**config.mk**
```make
export PLATFORM = sky130hd
export DESIGN_NAME = ni_injection_controller
export DESIGN_NICKNAME = d
export VERILOG_FILES = /design/src/rtl/ni_injection_controller.sv
export SDC_FILE = /design/constraint.sdc
export NUM_CORES = 1
export LEC_CHECK = 0
export ABC_AREA = 1
export CELL_PAD_IN_SITES_DETAIL_PLACEMENT = 1
export CELL_PAD_IN_SITES_GLOBAL_PLACEMENT = 2
export CORE_UTILIZATION = 27
export CTS_BUF_LIST = sky130_fd_sc_hd__clkbuf_8
export CTS_CLUSTER_DIAMETER = 120
export DETAILED_ROUTE_END_ITERATION = 7
export GPL_TIMING_DRIVEN = 0
export MAX_ROUTING_LAYER = met4
export PLACE_DENSITY_LB_ADDON = 0.1
export SLEW_MARGIN = 0
export SYNTH_ARGS = -nofsm -noshare
export SYNTH_HDL_FRONTEND = slang
export SYNTH_SLANG_ARGS = --single-unit
```
**constraint.sdc**
```tcl
create_clock -name clk -period 2.32 [get_ports clk]
set_clock_uncertainty 0.1 [all_clocks]
set_input_delay 0.464 -clock clk [delete_from_list [all_inputs] [get_ports clk]]
set_output_delay 0.464 -clock clk [all_outputs]
set_load 0.1 [all_outputs]
```
**src/rtl/ni_injection_controller.sv**
```systemverilog
// ni_injection_controller: local-core packet injection sequencer feeding the router's local input port.
// Picks a free VC round-robin and emits labelled flits under per-VC on/off flow control.
package noc_params;
  localparam int VC_NUM = 2;
  localparam int DEST_ADDR_SIZE_X = 4;
  localparam int DEST_ADDR_SIZE_Y = 4;
  localparam int FLIT_DATA_SIZE = 16;
  localparam int HEAD_PAYLOAD_SIZE = FLIT_DATA_SIZE - DEST_ADDR_SIZE_X - DEST_ADDR_SIZE_Y;
  localparam int VC_SIZE = (VC_NUM > 1) ? $clog2(VC_NUM) : 1;
  typedef enum logic [1:0] {HEAD, BODY, TAIL, HEADTAIL} flit_label_t;
  typedef struct packed {
    logic [DEST_ADDR_SIZE_X-1:0]  x_dest;
    logic [DEST_ADDR_SIZE_Y-1:0]  y_dest;
    logic [HEAD_PAYLOAD_SIZE-1:0] head_pl;
  } head_data_t;
  typedef union packed {
    head_data_t                head_data;
    logic [FLIT_DATA_SIZE-1:0] bt_pl;
  } flit_data_t;
  typedef struct packed {
    flit_label_t          flit_label;
    logic [VC_SIZE-1:0]   vc_id;
    flit_data_t           data;
  } flit_t;
endpackage

module ni_injection_controller #(
  parameter int VC_NUM  = noc_params::VC_NUM,
  parameter int PKT_MAX = 8,
  parameter int LEN_W   = $clog2(PKT_MAX + 1)
) (
  input  logic                                  clk,
  input  logic                                  rst,
  input  logic                                  req_valid_i,
  output logic                                  req_ready_o,
  input  logic [noc_params::DEST_ADDR_SIZE_X-1:0] req_x_dest_i,
  input  logic [noc_params::DEST_ADDR_SIZE_Y-1:0] req_y_dest_i,
  input  logic [LEN_W-1:0]                      req_len_i,
  input  logic                                  data_valid_i,
  input  logic [noc_params::FLIT_DATA_SIZE-1:0] data_i,
  output logic                                  data_ready_o,
  input  logic [VC_NUM-1:0]                     on_off_i,
  input  logic [VC_NUM-1:0]                     vc_allocatable_i,
  output noc_params::flit_t                     flit_o,
  output logic                                  valid_flit_o,
  output logic                                  busy_o,
  output logic                                  error_o
);
  localparam int VW = noc_params::VC_SIZE;
  localparam int HP = noc_params::HEAD_PAYLOAD_SIZE;
  localparam logic [LEN_W-1:0] MAX_L = LEN_W'(PKT_MAX);
  localparam logic [LEN_W-1:0] ONE_L = LEN_W'(1);
  typedef enum logic [1:0] {IDLE, VC_SEL, SEND} state_t;
  state_t state_q, state_d;
  logic [VW-1:0] rr_ptr_q, rr_ptr_d, cur_vc_q, cur_vc_d, idx;
  logic [LEN_W-1:0] cnt_q, cnt_d, len_q, len_d;
  logic [noc_params::DEST_ADDR_SIZE_X-1:0] x_q, x_d;
  logic [noc_params::DEST_ADDR_SIZE_Y-1:0] y_q, y_d;
  noc_params::flit_t flit_q, flit_d;
  logic valid_q, valid_d, err_q, err_d, found, head;
  always_comb begin
    state_d = state_q;
    rr_ptr_d = rr_ptr_q;
    cur_vc_d = cur_vc_q;
    cnt_d = cnt_q;
    len_d = len_q;
    x_d = x_q;
    y_d = y_q;
    flit_d = flit_q;
    valid_d = 1'b0;
    err_d = 1'b0;
    found = 1'b0;
    idx = '0;
    head = (cnt_q == '0);
    req_ready_o = (state_q == IDLE);
    data_ready_o = 1'b0;
    case (state_q)
      IDLE: if (req_valid_i) begin
        if (req_len_i == '0 || req_len_i > MAX_L) err_d = 1'b1;
        else begin
          x_d = req_x_dest_i;
          y_d = req_y_dest_i;
          len_d = req_len_i;
          state_d = VC_SEL;
        end
      end
      VC_SEL: for (int i = 0; i < VC_NUM; i++) begin
        idx = VW'((int'(rr_ptr_q) + i) % VC_NUM);
        if (!found && vc_allocatable_i[idx]) begin
          found = 1'b1;
          cur_vc_d = idx;
          state_d = SEND;
        end
      end
      SEND: begin
        data_ready_o = data_valid_i & on_off_i[cur_vc_q];
        if (data_ready_o) begin
          valid_d = 1'b1;
          flit_d.vc_id = cur_vc_q;
          flit_d.flit_label = head ? ((len_q == ONE_L) ? noc_params::HEADTAIL : noc_params::HEAD)
                                   : ((cnt_q == len_q - ONE_L) ? noc_params::TAIL : noc_params::BODY);
          if (head) flit_d.data.head_data = '{x_dest: x_q, y_dest: y_q, head_pl: data_i[HP-1:0]};
          else flit_d.data.bt_pl = data_i;
          cnt_d = cnt_q + ONE_L;
          if (cnt_q == len_q - ONE_L) begin
            state_d = IDLE;
            cnt_d = '0;
            rr_ptr_d = (cur_vc_q == VW'(VC_NUM - 1)) ? '0 : cur_vc_q + VW'(1);
          end
        end
      end
      default: state_d = IDLE;
    endcase
  end
  always_ff @(posedge clk or negedge rst) begin
    if (!rst) begin
      state_q <= IDLE;
      rr_ptr_q <= '0;
      cur_vc_q <= '0;
      cnt_q <= '0;
      len_q <= '0;
      x_q <= '0;
      y_q <= '0;
      flit_q <= '0;
      valid_q <= 1'b0;
      err_q <= 1'b0;
    end else begin
      state_q <= state_d;
      rr_ptr_q <= rr_ptr_d;
      cur_vc_q <= cur_vc_d;
      cnt_q <= cnt_d;
      len_q <= len_d;
      x_q <= x_d;
      y_q <= y_d;
      flit_q <= flit_d;
      valid_q <= valid_d;
      err_q <= err_d;
    end
  end
  assign flit_o = flit_q;
  assign valid_flit_o = valid_q;
  assign error_o = err_q;
  assign busy_o = (state_q != IDLE);
endmodule
```
==> results.txt <==
----------------------------------------------------
[Cells and area]
  Final design instance area without fill ... 2818 um2
  Synth-to-Final Area Change ... 43.53%
  Register Area ... 1026 um2
  Multi-input logic area ... 767.0 um2
  Number of fill cells in the layout ... 884
  Final net count ... 349
  ANT cells ... 0
  Share of cells above drive strength 1 ... 13.59%

[STA]
  Worst hold margin ... 0.05618 ns
  Setup repair after global routing missed its margin ... yes
  Fmax ... 438.8 MHz
  Number of setup violations in the final report ... 0
  Worst-margin pin slew ... 0.9868 ns
  Final critical delay including setup and external delays ... 2.279 ns
  Max-slew violation total from the final report ... 0
  Final worst-path cycle share ... 98.22%
  Max-slew headroom at the worst pin ... 34.47%
  Post-layout worst setup margin ... 0.04121 ns
  Count of endpoints failing hold in the final timing report ... 0

[Hold path]
  Worst hold-check path type ... in2async

[Critical path]
  Bufs and invs on worst path ... 4
  Required time of the critical path ... 1.76 ns
  Type of the setup path with the least slack ... in2out
  Startpoint type of the worst setup path ... input port
  Kind of cell with the highest combined delay on the critical path ... buffers and inverters
  Max incr delay on CP ... 0.45 ns
  Worst setup slack for register-to-register paths ... 0.38 ns
  Standard cell with the maximum stage delay on the critical path ... sky130_fd_sc_hd__clkdlybuf4s50_1
  Data arrival time of the critical path ... 1.71 ns
  Setup crit end kind ... output pin
  Worst-path fanout max ... 8
  Cell breakdown of the critical path ... clkdlybuf4s50_1 -> inv_1 -> nor2_2 -> o21ai_2 -> nor2_4 -> buf_8 -> buf_12

[Global route]
  Largest net degree at the start of global routing ... 23
  Congestion Overflow GR ... 0
  Number of antenna violations at the first check in global routing ... 0
  Vias in the first global route ... 1,729
  Wire length of the first global-routing pass ... 8500 um
  Total global routing track utilization ... 15.12%

[Synthesis]
  Cell types occupying the most area after synthesis ... sky130_fd_sc_hd__dfrtp_1 (52%), sky130_fd_sc_hd__nand2_1 (14%), sky130_fd_sc_hd__inv_1 (5.9%)
  Synth top area share ... 52.26%
  Avg Cell Area, Syn ... 8.248 um2
  Number of enable flip-flop cells after synthesis ... 0
  Unique masters post-synth ... 24
  Cell type with the highest aggregate area in the netlist ... sky130_fd_sc_hd__dfrtp_1
  Sequential area share after synthesis ... 52.26%
  Synth top cells by count ... sky130_fd_sc_hd__nand2_1 (71), sky130_fd_sc_hd__dfrtp_1 (41), sky130_fd_sc_hd__inv_1 (31)
  Number of nets in the synthesized netlist ... 278
  Gate count after technology mapping ... 238
  Warnings from Yosys ... 0
  Synthesized flop and latch total ... 41
  Count leader, synth ... sky130_fd_sc_hd__nand2_1
  Area of the mapped netlist ... 1963 um2
  Top flip-flop cell by instance count after synthesis ... sky130_fd_sc_hd__dfrtp_1
  Async set-or-reset flop fraction in the synthesized netlist ... 100.0%

[Placement]
  Post-DP Area ... 2704 um2
  I/O Buffers ... 59
  Weighted congestion reported at the end of routability-driven placement ... 0.7367
  Place WS ... -1.101 ns
  Half-perimeter wire length after placement ... 3853 um

[Floorplan]
  Die extent in x ... 87.27 um
  Die height ... 87.27 um
  Initial core utilization ... 28.42%
  Core Area ... 6907 um2
  Num rows ... 30
  Die Area ... 7616 um2
  I/O pin count ... 60

[Clock tree]
  CTS clk-pin slew, worst paths ... 0.08 ns
  Buffer type at the clock tree root ... sky130_fd_sc_hd__clkbuf_8
  TritonCTS Buffers ... 5
  Clk buf depth ... 2
  TritonCTS clock tree ... built
  Sink count of the clock tree ... 41
  Post-CTS Hold Fix Bufs ... 0
  H-tree depth ... 2
  Clock latency reported for the late side of the worst-skew pair ... 0.29 ns

[Detailed routing]
  Average vias per placed instance ... 4.284
  Final wirelength ... 4969 um
  Final routed wire length divided by cell count ... 12.27 um
  Drc violations ... 0
  Count of TritonRoute iterations in the first routing pass ... 4
  Post-detailed-route count of antenna-violating nets ... 0
  Initial drt markers ... 99
  DR vias ... 1,735

[Run status]
  Status ... finished clean

[Flow run]
  Max-capacitance violation count ... 0

----------------------------------------------------
-- cells in the final DEF (no fill, tap or decap), drive strengths merged --
| master | instances |
|---|---|
| a21oi | 1 |
| a31oi | 1 |
| buf | 13 |
| clkbuf | 8 |
| clkdlybuf4s15 | 1 |
| clkdlybuf4s50 | 34 |
| clkinvlp | 1 |
| dfrtp | 41 |
| dlygate4sd2 | 20 |
| dlymetal6s2s | 1 |
| ha | 4 |
| inv | 35 |
| nand2 | 72 |
| nand3 | 11 |
| nand4 | 2 |
| nor2 | 15 |
| o21ai | 36 |
| o31ai | 1 |
| o32ai | 1 |
| or2 | 8 |
| xor2 | 3 |
-- registers in the layout, summed over array words and instances, names as in the netlist --
| name | count |
|---|---|
| state_q | 2 |
| y_q | 4 |
| rr_ptr_q | 1 |
| cnt_q | 4 |
| cur_vc_q | 1 |
| flit_o | 19 |
| error_o | 1 |
| valid_flit_o | 1 |
| len_q | 4 |
| x_q | 4 |
-- layer usage --
metal,GRT usage [%],share of wire (%),vias up,wire length (um)
met5,-,0,-,0
met4,4.471,1.1,0,57
met3,3.318,4.2,7,211
met2,23.58,47,36,2313
met1,19.69,48,814,2386
li1,-,-,878,-
-- path summary, 6_finish.rpt --
check / start / endpoint / cells after the start
setup / recovery: data_valid_i / data_ready_o / 7
hold / removal: rst / flit_o[10] / 1
setup reg to reg: len_q[0] / state_q[1] / 10
hold reg to reg: flit_o[2] / flit_o[2] / 2
max in group asynchronous: rst / flit_o[7] / 2
min in group clk: flit_o[2] / flit_o[2] / 2
-- what timing repair did --
item,4_1_cts,5_1_grt
cloned,0,0
setup buffers,0,4
gates resized for setup,32,7
pin swaps,0,1
endpoints found under the setup margin,23,3
-- stage by stage --
step	utilization (%)	setup TNS (ns)	instances
after global routing	40.80	-0.02957	405
after detailed placement	39.15	-1.108	394
after CTS	40.14	-0.1342	401
after global placement	38.82	-22.40	393
after floorplan	-	0	238
final	40.80	0	405
-- cell families (layout without fill, tap and decap cells) --
logic type	after synthesis	in the layout	share of synthesized area [%]
simple gates	108	108	24.03
compound gates	40	40	10.77
buf+inv	42	113	9.050
xor+xnor	3	3	1.339
flops	41	41	52.26
fa+ha+maj	4	4	2.549
-- area by class of cell --
class / instances / area share (%)
repair buffers: 64 / 22.25
multi-input cells: 155 / 27.22
plain buffers: 7 / 1.998
clock inverters: 1 / 0.2664
inverters: 35 / 4.663
flip-flops and latches: 41 / 36.41
well taps: 96 / 4.263
clock buffers: 6 / 2.931
Power is left out: the tool's default activity adds up to more than one toggle a clock period on the data nets, which glitch-free logic cannot reach.
